$ cat src/rtl/adc_scan_sequencer.sv
// Round-robin ADC channel scanner: issues one command per channel, waits for the matching
// response (with timeout) and publishes it. Define ADC_SCAN_AVG4_EN to average 4 conversions.
module adc_scan_sequencer #(
  parameter int CH_FIRST    = 1,
  parameter int NUM_CH      = 8,
  parameter int TIMEOUT_CYC = 1023
) (
  input  logic        clock_clk,
  input  logic        reset_sink_reset,
  input  logic        scan_en,
  output logic        command_valid,
  output logic [4:0]  command_channel,
  output logic        command_startofpacket,
  output logic        command_endofpacket,
  input  logic        command_ready,
  input  logic        response_valid,
  input  logic [4:0]  response_channel,
  input  logic [11:0] response_data,
  output logic        sample_valid,
  output logic [4:0]  sample_channel,
  output logic [11:0] sample_data,
  output logic        busy,
  output logic        err_timeout,
  output logic        err_channel
);

  typedef enum logic [1:0] {IDLE, CMD, WAIT, OUT} state_t;

  localparam logic [4:0]  CH_LO   = 5'(CH_FIRST);
  localparam logic [4:0]  CH_HI   = 5'(CH_FIRST + NUM_CH - 1);
  localparam logic [15:0] TO_LAST = 16'(TIMEOUT_CYC - 1);

  state_t      state_q, state_d;
  logic [4:0]  cur_ch_q, cur_ch_d;
  logic [15:0] cnt_q, cnt_d;
  logic [4:0]  smp_ch_q, smp_ch_d;
  logic [11:0] smp_data_q, smp_data_d;
  logic        err_to_q, err_to_d;
  logic        err_ch_q, err_ch_d;
  logic        resp_match;
`ifdef ADC_SCAN_AVG4_EN
  logic [13:0] acc_q, acc_d;
  logic [1:0]  rep_q, rep_d;
  logic [13:0] sum;
`endif

  function automatic logic [4:0] next_ch(input logic [4:0] ch);
    return (ch == CH_HI) ? CH_LO : ch + 5'd1;
  endfunction

  assign resp_match = response_valid && (response_channel == cur_ch_q);

  always_comb begin
    state_d    = state_q;
    cur_ch_d   = cur_ch_q;
    cnt_d      = cnt_q;
    smp_ch_d   = smp_ch_q;
    smp_data_d = smp_data_q;
    err_to_d   = err_to_q;
    err_ch_d   = err_ch_q;
`ifdef ADC_SCAN_AVG4_EN
    acc_d      = acc_q;
    rep_d      = rep_q;
    sum        = acc_q + {2'b00, response_data};
`endif
    case (state_q)
      IDLE: if (scan_en) state_d = CMD;
      CMD: begin
        if (command_ready) begin
          state_d = WAIT;
          cnt_d   = '0;
        end
      end
      WAIT: begin
        // A matching response always beats the timeout, even on the last cycle.
        if (resp_match) begin
`ifdef ADC_SCAN_AVG4_EN
          if (rep_q == 2'd3) begin
            smp_ch_d   = cur_ch_q;
            smp_data_d = sum[13:2];
            acc_d      = '0;
            rep_d      = '0;
            state_d    = OUT;
          end else begin
            acc_d   = sum;
            rep_d   = rep_q + 2'd1;
            state_d = CMD;
          end
`else
          smp_ch_d   = cur_ch_q;
          smp_data_d = response_data;
          state_d    = OUT;
`endif
        end else begin
          if (response_valid) err_ch_d = 1'b1;
          if (cnt_q == TO_LAST) begin
            err_to_d = 1'b1;
            cur_ch_d = next_ch(cur_ch_q);
            state_d  = IDLE;
`ifdef ADC_SCAN_AVG4_EN
            acc_d    = '0;
            rep_d    = '0;
`endif
          end else begin
            cnt_d = cnt_q + 16'd1;
          end
        end
      end
      OUT: begin
        cur_ch_d = next_ch(cur_ch_q);
        state_d  = scan_en ? CMD : IDLE;
      end
      default: state_d = IDLE;
    endcase
  end

  always_ff @(posedge clock_clk) begin
    if (reset_sink_reset) begin
      state_q    <= IDLE;
      cur_ch_q   <= CH_LO;
      cnt_q      <= '0;
      smp_ch_q   <= '0;
      smp_data_q <= '0;
      err_to_q   <= 1'b0;
      err_ch_q   <= 1'b0;
`ifdef ADC_SCAN_AVG4_EN
      acc_q      <= '0;
      rep_q      <= '0;
`endif
    end else begin
      state_q    <= state_d;
      cur_ch_q   <= cur_ch_d;
      cnt_q      <= cnt_d;
      smp_ch_q   <= smp_ch_d;
      smp_data_q <= smp_data_d;
      err_to_q   <= err_to_d;
      err_ch_q   <= err_ch_d;
`ifdef ADC_SCAN_AVG4_EN
      acc_q      <= acc_d;
      rep_q      <= rep_d;
`endif
    end
  end

  assign command_valid         = (state_q == CMD);
  assign command_startofpacket = (state_q == CMD);
  assign command_endofpacket   = (state_q == CMD);
  assign command_channel       = (state_q == CMD) ? cur_ch_q : 5'd0;
  assign sample_valid          = (state_q == OUT);
  assign sample_channel        = smp_ch_q;
  assign sample_data           = smp_data_q;
  assign busy                  = (state_q != IDLE);
  assign err_timeout           = err_to_q;
  assign err_channel           = err_ch_q;

endmodule

$ cat config.mk
export PLATFORM = sky130hd
export DESIGN_NAME = adc_scan_sequencer
export DESIGN_NICKNAME = d
export VERILOG_FILES = /design/src/rtl/adc_scan_sequencer.sv
export SDC_FILE = /design/constraint.sdc
export NUM_CORES = 1
export LEC_CHECK = 0
export CAP_MARGIN = 10
export CORE_ASPECT_RATIO = 0.7
export CORE_MARGIN = 4
export CORE_UTILIZATION = 41
export DETAILED_ROUTE_END_ITERATION = 6
export GPL_TIMING_DRIVEN = 0
export PLACE_DENSITY = 0.66
export SLEW_MARGIN = 25
export SYNTH_ARGS = -nofsm -noshare
export SYNTH_HDL_FRONTEND = slang
export SYNTH_SLANG_ARGS = --single-unit
$ cat constraint.sdc
create_clock -name clock_clk -period 6.3 [get_ports clock_clk]
set_input_delay 1.26 -clock clock_clk [delete_from_list [all_inputs] [get_ports clock_clk]]
set_output_delay 1.26 -clock clock_clk [all_outputs]
set_load 0.01 [all_outputs]
Word-level counts from Yosys, hierarchy flattened
Cells that the tools add are included.
{"block": "word_totals", "out_inout_bits": 29, "register_bits": 42, "word_cells": 48}
{"block": "classes", "n_addsub": 2, "reduce_logical": 11, "n_eq_ne": 12, "n_mux": 15, "bitwise": 1}
{"cell": "16-bit 2-to-1 mux", "n": 3}
{"cell": "16-bit case mux with 2 select lines", "n": 1}
{"cell": "5-bit 2-to-1 mux", "n": 4}
{"cell": "16-bit by 1-bit adder with 16-bit output, second input constant", "n": 1}
{"cell": "16-bit by 10-bit == test with 1-bit output, second input constant", "n": 1}
{"cell": "3-bit AND reduction", "n": 4}
{"cell": "5-bit case mux with 2 select lines", "n": 1}
{"cell": "2-bit 2-to-1 mux", "n": 4}
{"cell": "2-bit != test, second input constant", "n": 4}
{"cell": "2-bit case mux with 4 select lines", "n": 1}
{"cell": "2-bit nonzero test", "n": 3}
{"cell": "5-bit by 1-bit adder with 5-bit output, second input constant", "n": 1}
{"cell": "5-bit by 4-bit == test with 1-bit output, second input constant", "n": 1}
{"cell": "5-bit == test", "n": 1}
{"cell": "2-bit == test, second input constant", "n": 2}
{"cell": "4-bit AND reduction", "n": 1}
{"cell": "3-bit != test, second input constant", "n": 1}
{"cell": "2-bit by 1-bit == test with 1-bit output, second input constant", "n": 1}
{"cell": "2-bit zero test", "n": 1}
{"cell": "2-bit by 1-bit != test with 1-bit output, second input constant", "n": 1}
{"cell": "2-bit AND reduction", "n": 1}
{"cell": "1-bit logical AND", "n": 1}
{"cell": "1-bit 2-to-1 mux", "n": 1}
{"cell": "1-bit inverter", "n": 1}

Longest topological paths before layout
Gate-level depths: netlist of run 1.
{"block": "depth", "depth_word": 5, "ltp_mapped": 9}

Worst setup path before layout of run 1
Ideal clock, no wire load.
{"block": "synth_path", "path_kind": "input -> register", "from": "input port response_channel[0]", "to": "register smp_ch_q[0] (netlist: sample_channel[0])", "n_path_buf": 2, "slack_ns": 3.677, "cell_stages": 7, "setup_time_ns": 0.132, "arrival_ns": 2.491, "cell_sequence": "xnor2_1 > nand4_1 > or2_2 > clkbuf_1 > buf_1 > nand2_1 > a21oi_1"}
{"block": "synth_between", "elab_chain_cells": 3}
{"element": "start, declared", "line_no": "17", "rtl": "input logic [4:0] response_channel,"}
{"element": "5-bit == test", "line_no": "51", "rtl": "assign resp_match = response_valid && (response_channel == cur_ch_q);"}
{"element": "1-bit logical AND", "line_no": "51"}
{"element": "2-bit AND reduction (no line)"}
{"element": "end signal, assigned", "line_no": "134", "rtl": "smp_ch_q <= smp_ch_d;"}
{"element": "end, declared", "line_no": "36", "rtl": "logic [4:0] smp_ch_q, smp_ch_d;"}
Every way passes these cells.
A chain may end at the register's enable or synchronous reset.

Worst setup path in the final report of run 1
{"block": "layout_path", "from": "register state_q[0]", "to": "output port command_channel[2]"}
{"block": "layout_between", "elab_chain_cells": 2}
{"element": "start, declared", "line_no": "33", "rtl": "state_t state_q, state_d;"}
{"element": "start signal, assigned", "line_no": "131", "rtl": "state_q <= state_d;"}
{"element": "2-bit by 1-bit == test with 1-bit output", "line_no": "148", "rtl": "assign command_channel = (state_q == CMD) ? cur_ch_q : 5'd0;"}
{"element": "5-bit 2-to-1 mux", "line_no": "148"}
{"element": "end, declared", "line_no": "12", "rtl": "output logic [4:0] command_channel,"}
Every way passes these cells.

==> results.py, run 1 <==
metrics = {
    "global_routing": {
        "grt_antenna_before_repair": 0,
        "global_router_s_overall_resource_usage_pct": 18.3,
        "number_of_global_route_vias_before_repair": 1879,
        "maximum_number_of_pins_on_one_net_before_global_route_repair": 12,
        "grt_pass1_wl_um": 9350,
        "global_route.overflow_total": 0,
    },
    "synthesis": {
        "synth.yosys.seq_area_share_pct": 39.0,
        "post_synthesis_area_per_instance_um2": 8.27,
        "netlist-cell-type-count": 56,
        "synthCells": 261,
        "synth.largest_area_cell": "dfxtp_1",
        "number_of_enable_type_register_cells_in_the_synthesized_netlist": 0,
        "synth_ff_type": "dfxtp_1",
        "synthDominantCellAreaShare_pct": 39.0,
        "ys_ff_latch": 42,
        "synthesis.area_um2": 2160,
        "postSynthNetCount": 287,
        "ys_warn_count": 0,
        "largest_cells_by_area_after_synthesis": "dfxtp_1 39%, nand2_1 8.2%, a21oi_1 6.0%",
        "ys_async_sr_fraction_pct": 0,
    },
    "timing": {
        "final-setup-viol-count": 0,
        "slew-limit-headroom_pct": 51.5,
        "hold_viol_final": 0,
        "worst_pin_slew_ns": 0.720,
        "rsz0062_at_grt": "false",
        "min_cycle_time_layout_ns": 3.35,
        "fin_ws_ns": 2.95,
        "fmaxAchievable_mhz": 298,
        "timing.final.max_slew_violations": 0,
        "timing.final.crit_share_pct": 53.2,
        "fin_skew_ns": 0.00770,
        "timing.setup.tns_ns": 0,
    },
    "worst_setup_path": {
        "timing.critical_path.slowest_stage_cell": "clkdlybuf4s50_1",
        "worst_path_largest_cell_delay_ns": 0.53,
        "setup.worst_path.start_class": "flip-flop",
        "critical_path_buf_inv_count": 3,
        "crit_path_max_fanout": 10,
        "setup.worst_path.class": "reg -> out",
        "crit_family": "buffers and inverters",
        "worstPathCellList": "clkbuf_1 > nor2b_1 > clkbuf_1 > and2_1 > clkdlybuf4s50_1",
        "reg2reg_slack_ns": 3.84,
        "critPathCaptureType": "primary output",
        "data_arrival_time_at_the_worst_slack_endpoint_ns": 2.09,
        "crit_path_frequent_cell": "clkbuf_1",
        "critPathRequiredTime_ns": 5.04,
    },
    "layout": {
        "final_cell_count_no_fill": 386,
        "final_layout_size_suffix_gt1_share_pct": 9.15,
        "layout.cells.most_common_list": "50 x clkdlybuf4s50_1, 47 x nand2_1, 42 x dfxtp_1",
        "antennaDiodeCount": 0,
        "synthToLayoutAreaGrowth_pct": 31.0,
        "nFillCells": 497,
        "finalCoreUtilization_pct": 57.2,
        "most_common_library_cell_in_the_layout_ignoring_fill_and_taps": "clkdlybuf4s50_1",
        "final_nets": 344,
    },
    "clock_network": {
        "cts_max_path_buffers": 2,
        "cts_buffers": 5,
        "post_cts_hold_fix_bufs": 0,
        "cts.reportedPaths.clkPinSlew_ns": 0.08,
        "post-cts-setup-buffer-count": 0,
        "clock_tree_from_tritoncts": "yes",
        "cts_max_level": 2,
        "cts_root_buffer": "clkbuf_8",
        "clock_sinks": 42,
        "cts_resized": 0,
        "clk-insertion-delay-late_ns": 0.28,
    },
    "placed_design": {
        "post-place-ws_ns": 2.87,
        "place_inst": 380,
        "finalWeightedCongestion": 0.846,
        "port_buffers": 50,
        "dp_hpwl_um": 4280,
    },
    "detailed_routing": {
        "dr.first_iter.drc_count": 141,
        "routed_length_per_instance_um": 14.7,
        "drt-total-wl_um": 5670,
        "route.antenna.remaining_nets": 0,
        "route.detailed.drc": 0,
        "vias_per_cell": 5.47,
        "firstDrtPassIters": 4,
        "route.vias.total": 2113,
    },
    "floorplan": {
        "die_area_um2": 6510,
        "effective_utilization_at_floorplan_pct": 43.7,
        "die_width_um": 94.7,
        "fp.coreArea_um2": 4940,
        "ios": 51,
        "die_height_um": 68.7,
        "placement_rows": 21,
    },
    "hold_path": {
        "hold_path_class": "reg -> reg",
    },
    "power_and_ir_drop": {
        "ir_worst_vdd_mv": 0.147,
        "finalPower_w": 0.000508,
        "total_power_per_unit_cell_area_nw_per_um2": 179,
        "power_leakage_nw": 0.958,
    },
    "run": {
        "max_cap_violations": 0,
    },
    "outcome": {
        "result_of_the_run": "complete, no violations",
    },
}
## flip-flops by register name, indices dropped and copies added (netlist names)
name            flops
sample_data        12
sample_channel      5
cnt_q              16
cur_ch_q            5
err_channel         1
state_q             2
err_timeout         1
## stage by stage
step	hold WS (ns)	instance area, µm²
5_1_grt	0.470	2830
2_1_floorplan	0.457	2160
6_report	0.450	2830
3_3_place_gp	0.436	2750
3_5_place_dp	0.439	2750
4_1_cts	0.451	2830
## layer usage
layer / vias to the layer above / part of all wire [%] / track usage [%]
li1: 1066 / - / -
met1: 961 / 54 / 28.1
met2: 77 / 38 / 25.2
met3: 9 / 7.7 / 4.45
met4: 0 / 1.1 / 4.86
met5: - / 0 / 0
## where the power goes
group	leakage (nW)	total (W)	internal (W)	switching, W
Clock	0.0431	0.000172	0.0000847	0.0000878
Combinational	0.577	0.0000662	0.0000335	0.0000327
Sequential	0.339	0.000269	0.000267	0.00000157
## worst paths after layout
kind                                   from                 end  depth (start not counted)
worst max-delay path             state_q[0]  command_channel[2]                          5
worst min-delay path            err_timeout         err_timeout                          2
worst max register to register     cnt_q[1]            cnt_q[5]                          7
worst min register to register  err_timeout         err_timeout                          2
## final cells by class
cell class                 instances  area (µm²)  area share, %
timing repair buffer              50         500           17.7
tap                               69        86.3           3.05
multi-input combinational        195        1210           42.7
inverter                           8        30.0           1.06
sequential                        42         841           29.7
buffer                            16        78.8           2.79
clock buffer                       6        82.6           2.92
## cell usage after synthesis, types with 3 or more instances
cell      instances
clkbuf_1         11
nor3_1            4
buf_4             3
nor2b_1           3
nor4_1            3
o21ai_0           6
nor2_1            7
o21ai_1           4
and2_1            5
ha_1              4
nand4_1           5
and3_1            4
nand2_1          47
o31ai_1          14
a21oi_1          26
dfxtp_1          42
nand3_1          10
a211oi_1          3
o311ai_0          3
xnor2_1           5
inv_1             8
o211ai_1          3
a21o_1            3
## cells by family after synthesis
family	count (synthesis)	share of synthesized area, %
compound gates	76	23.7
xor+xnor	5	2.03
fa+ha+maj	4	2.32
buf+inv	24	5.04
flops	42	39.0
mux	2	0.928
simple gates	108	27.0
## worst min-delay path, cell delays in order, from the launching register on
cell,delay (ns)
dfxtp_1,0.31
inv_1,0.05
a21oi_1,0.05
Note: power is estimated with default switching activity, not from simulation.
==> run 2, diff against run 1 <==
==> constraint.sdc (replaced) <==
create_clock -name clock_clk -period 3.1 [get_ports clock_clk]
set_input_delay 0.62 -clock clock_clk [delete_from_list [all_inputs] [get_ports clock_clk]]
set_output_delay 0.62 -clock clock_clk [all_outputs]
set_load 0.01 [all_outputs]
==> results of run 2 <==
Same layout as run 1 (identical final DEF). Status: complete, no violations.
Main changes from that run: setup slack after placement 2.87 ns -> 0.309 ns; setup slack after layout 2.95 ns -> 0.388 ns; register-to-register setup slack 3.84 ns -> 0.64 ns; total power 0.000508 W -> 0.00103 W; worst IR drop on VDD 0.147 mV -> 0.298 mV
==> run 3, diff against run 2 <==
--- a/config.mk
+++ b/config.mk
@@ -11,6 +11,7 @@
 export CORE_UTILIZATION = 41
 export DETAILED_ROUTE_END_ITERATION = 6
 export GPL_TIMING_DRIVEN = 0
+export MAX_ROUTING_LAYER = met4
 export PLACE_DENSITY = 0.66
 export SLEW_MARGIN = 25
 export SYNTH_ARGS = -nofsm -noshare
==> results.py, run 3 (synthesized netlist as in run 1, its figures left out) <==
metrics = {
    "worst_setup_path": {
        "crit_path_frequent_cell": "clkbuf_1",
        "critPathCaptureType": "primary output",
        "critical_path_buf_inv_count": 3,
        "r2r.worst_path.cells": 7,
        "timing.rr.start": "cnt_q[1]",
        "crit_path_max_fanout": 10,
        "crit_family": "buffers and inverters",
        "data_arrival_time_at_the_worst_slack_endpoint_ns": 2.10,
        "worstPathCellList": "clkbuf_1 > nor2b_1 > clkbuf_1 > and2_1 > clkdlybuf4s50_1",
        "timing.critical_path.to": "command_channel[2]",
        "setup.worst_path.start_class": "flip-flop",
        "worst_path_largest_cell_delay_ns": 0.53,
        "setup.worst_path.class": "reg -> out",
        "critPathRequiredTime_ns": 2.48,
        "worst-path-stages": 5,
        "worstReg2RegEnd": "cnt_q[5]",
        "critPathLaunch": "state_q[0]",
        "timing.critical_path.slowest_stage_cell": "clkdlybuf4s50_1",
        "reg2reg_slack_ns": 0.62,
    },
    "detailed_routing": {
        "route.antenna.remaining_nets": 0,
        "vias_per_cell": 5.49,
        "firstDrtPassIters": 5,
        "dr.first_iter.drc_count": 181,
        "routed_length_per_instance_um": 14.8,
        "route.detailed.drc": 0,
        "drt-total-wl_um": 5720,
        "route.vias.total": 2119,
    },
    "placed_design": {
        "port_buffers": 50,
        "post-place-ws_ns": 0.309,
        "dp_hpwl_um": 4280,
        "finalWeightedCongestion": 0.859,
        "place_inst": 380,
    },
    "global_routing": {
        "maximum_number_of_pins_on_one_net_before_global_route_repair": 12,
        "grt_antenna_before_repair": 0,
        "global_router_s_overall_resource_usage_pct": 18.9,
        "global_route.overflow_total": 0,
        "grt_pass1_wl_um": 9340,
        "number_of_global_route_vias_before_repair": 1883,
    },
    "layout": {
        "multiInputGateArea_um2": 1210,
        "layout.cells.most_common_list": "50 x clkdlybuf4s50_1, 47 x nand2_1, 42 x dfxtp_1",
        "nFillCells": 497,
        "final_layout_size_suffix_gt1_share_pct": 9.15,
        "final_nets": 344,
        "antennaDiodeCount": 0,
        "finalCoreUtilization_pct": 57.2,
        "largest_register_ff_count": 16,
        "most_common_library_cell_in_the_layout_ignoring_fill_and_taps": "clkdlybuf4s50_1",
        "final_cell_count_no_fill": 386,
        "sequential_cell_area_um2": 841,
        "register_with_the_highest_flop_count": "cnt_q",
        "synthToLayoutAreaGrowth_pct": 31.0,
    },
    "floorplan": {
        "die_width_um": 94.7,
        "die_height_um": 68.7,
        "ios": 51,
        "fp.coreArea_um2": 4940,
        "effective_utilization_at_floorplan_pct": 43.7,
        "placement_rows": 21,
        "die_area_um2": 6510,
    },
    "timing": {
        "fin_skew_ns": 0.00755,
        "rsz0062_at_grt": "false",
        "timing.final.crit_share_pct": 87.7,
        "worst_pin_slew_ns": 0.717,
        "fin_ws_ns": 0.382,
        "final-setup-viol-count": 0,
        "slew-limit-headroom_pct": 51.7,
        "min_cycle_time_layout_ns": 2.72,
        "hold_viol_final": 0,
        "timing.setup.tns_ns": 0,
        "fmaxAchievable_mhz": 368,
        "timing.final.max_slew_violations": 0,
    },
    "power_and_ir_drop": {
        "total_power_per_unit_cell_area_nw_per_um2": 365,
        "power.share.switching_pct": 24.1,
        "cell_internal_pwr_w": 0.000783,
        "p_switching_w": 0.000249,
        "ir_worst_vdd_mv": 0.299,
        "power_leakage_nw": 0.958,
        "finalPower_w": 0.00103,
        "share_comb_of_total_power_pct": 13.1,
        "share_clk_of_total_power_pct": 34.0,
        "seqPwrFrac_pct": 52.9,
    },
    "clock_network": {
        "post-cts-setup-buffer-count": 0,
        "cts.reportedPaths.clkPinSlew_ns": 0.08,
        "clock_tree_from_tritoncts": "yes",
        "cts_max_path_buffers": 2,
        "cts_buffers": 5,
        "cts_root_buffer": "clkbuf_8",
        "clock_sinks": 42,
        "cts_resized": 0,
        "clk-insertion-delay-late_ns": 0.28,
        "post_cts_hold_fix_bufs": 0,
        "cts_max_level": 2,
    },
    "hold_path": {
        "hold_path_class": "reg -> reg",
    },
    "run": {
        "max_cap_violations": 0,
    },
    "outcome": {
        "result_of_the_run": "complete, no violations",
    },
}
[run 3: cell counts in the layout (fill, tap and decap cells not counted)]
Identical to the previous run, type by type.
[run 3: power by group through the flow]
stage	logic, W	registers (W)	clock network, W
floorplan	0.0000705	0.000559	0
global placement	0.000133	0.000559	0
detailed placement	0.000134	0.000559	0
CTS	0.000135	0.000546	0.000358
global route	0.000147	0.000547	0.000378
finish	0.000135	0.000546	0.000351
[run 3: final cells by class]
class,count,area share (%)
Buffer,16,2.79
Timing Repair Buffer,50,17.7
Inverter,8,1.06
Multi-Input combinational cell,195,42.7
Tap cell,69,3.05
Sequential cell,42,29.7
Clock buffer,6,2.92
[run 3: worst min path at each step]
| stage | to | slack [ns] | depth (start not counted) | start |
|---|---|---|---|---|
| 2_1_floorplan | cnt_q[12] | 0.46 | 1 | cnt_q[12] |
| 3_3_place_gp | err_timeout | 0.44 | 2 | err_timeout |
| 3_5_place_dp | err_timeout | 0.44 | 2 | err_timeout |
| 4_1_cts | err_timeout | 0.45 | 2 | err_timeout |
| 5_1_grt | sample_channel[4] | 0.47 | 2 | sample_channel[4] |
| 6_report | err_timeout | 0.45 | 2 | err_timeout |
[run 3: worst register-to-register path: cells and delay by family (launching register included)]
family / cells / cell delay, ns
fa+ha+maj: 1 / 0.18
flops: 1 / 0.43
buf+inv: 1 / 0.20
compound gates: 3 / 0.50
simple gates: 2 / 1.08
[run 3: routing by layer]
metal | wire length [µm] | share of wire, % | track usage, %
met1 | 3110 | 54 | 28.3
met5 | 0 | 0 | -
met4 | 65 | 1.1 | 4.86
met3 | 393 | 6.9 | 4.01
met2 | 2150 | 38 | 25.2
[run 3: stage by stage]
stage | hold WS, ns | area [µm²]
finish | 0.451 | 2830
global route | 0.470 | 2830
CTS | 0.451 | 2830
detailed placement | 0.439 | 2750
global placement | 0.436 | 2750
floorplan | 0.457 | 2160
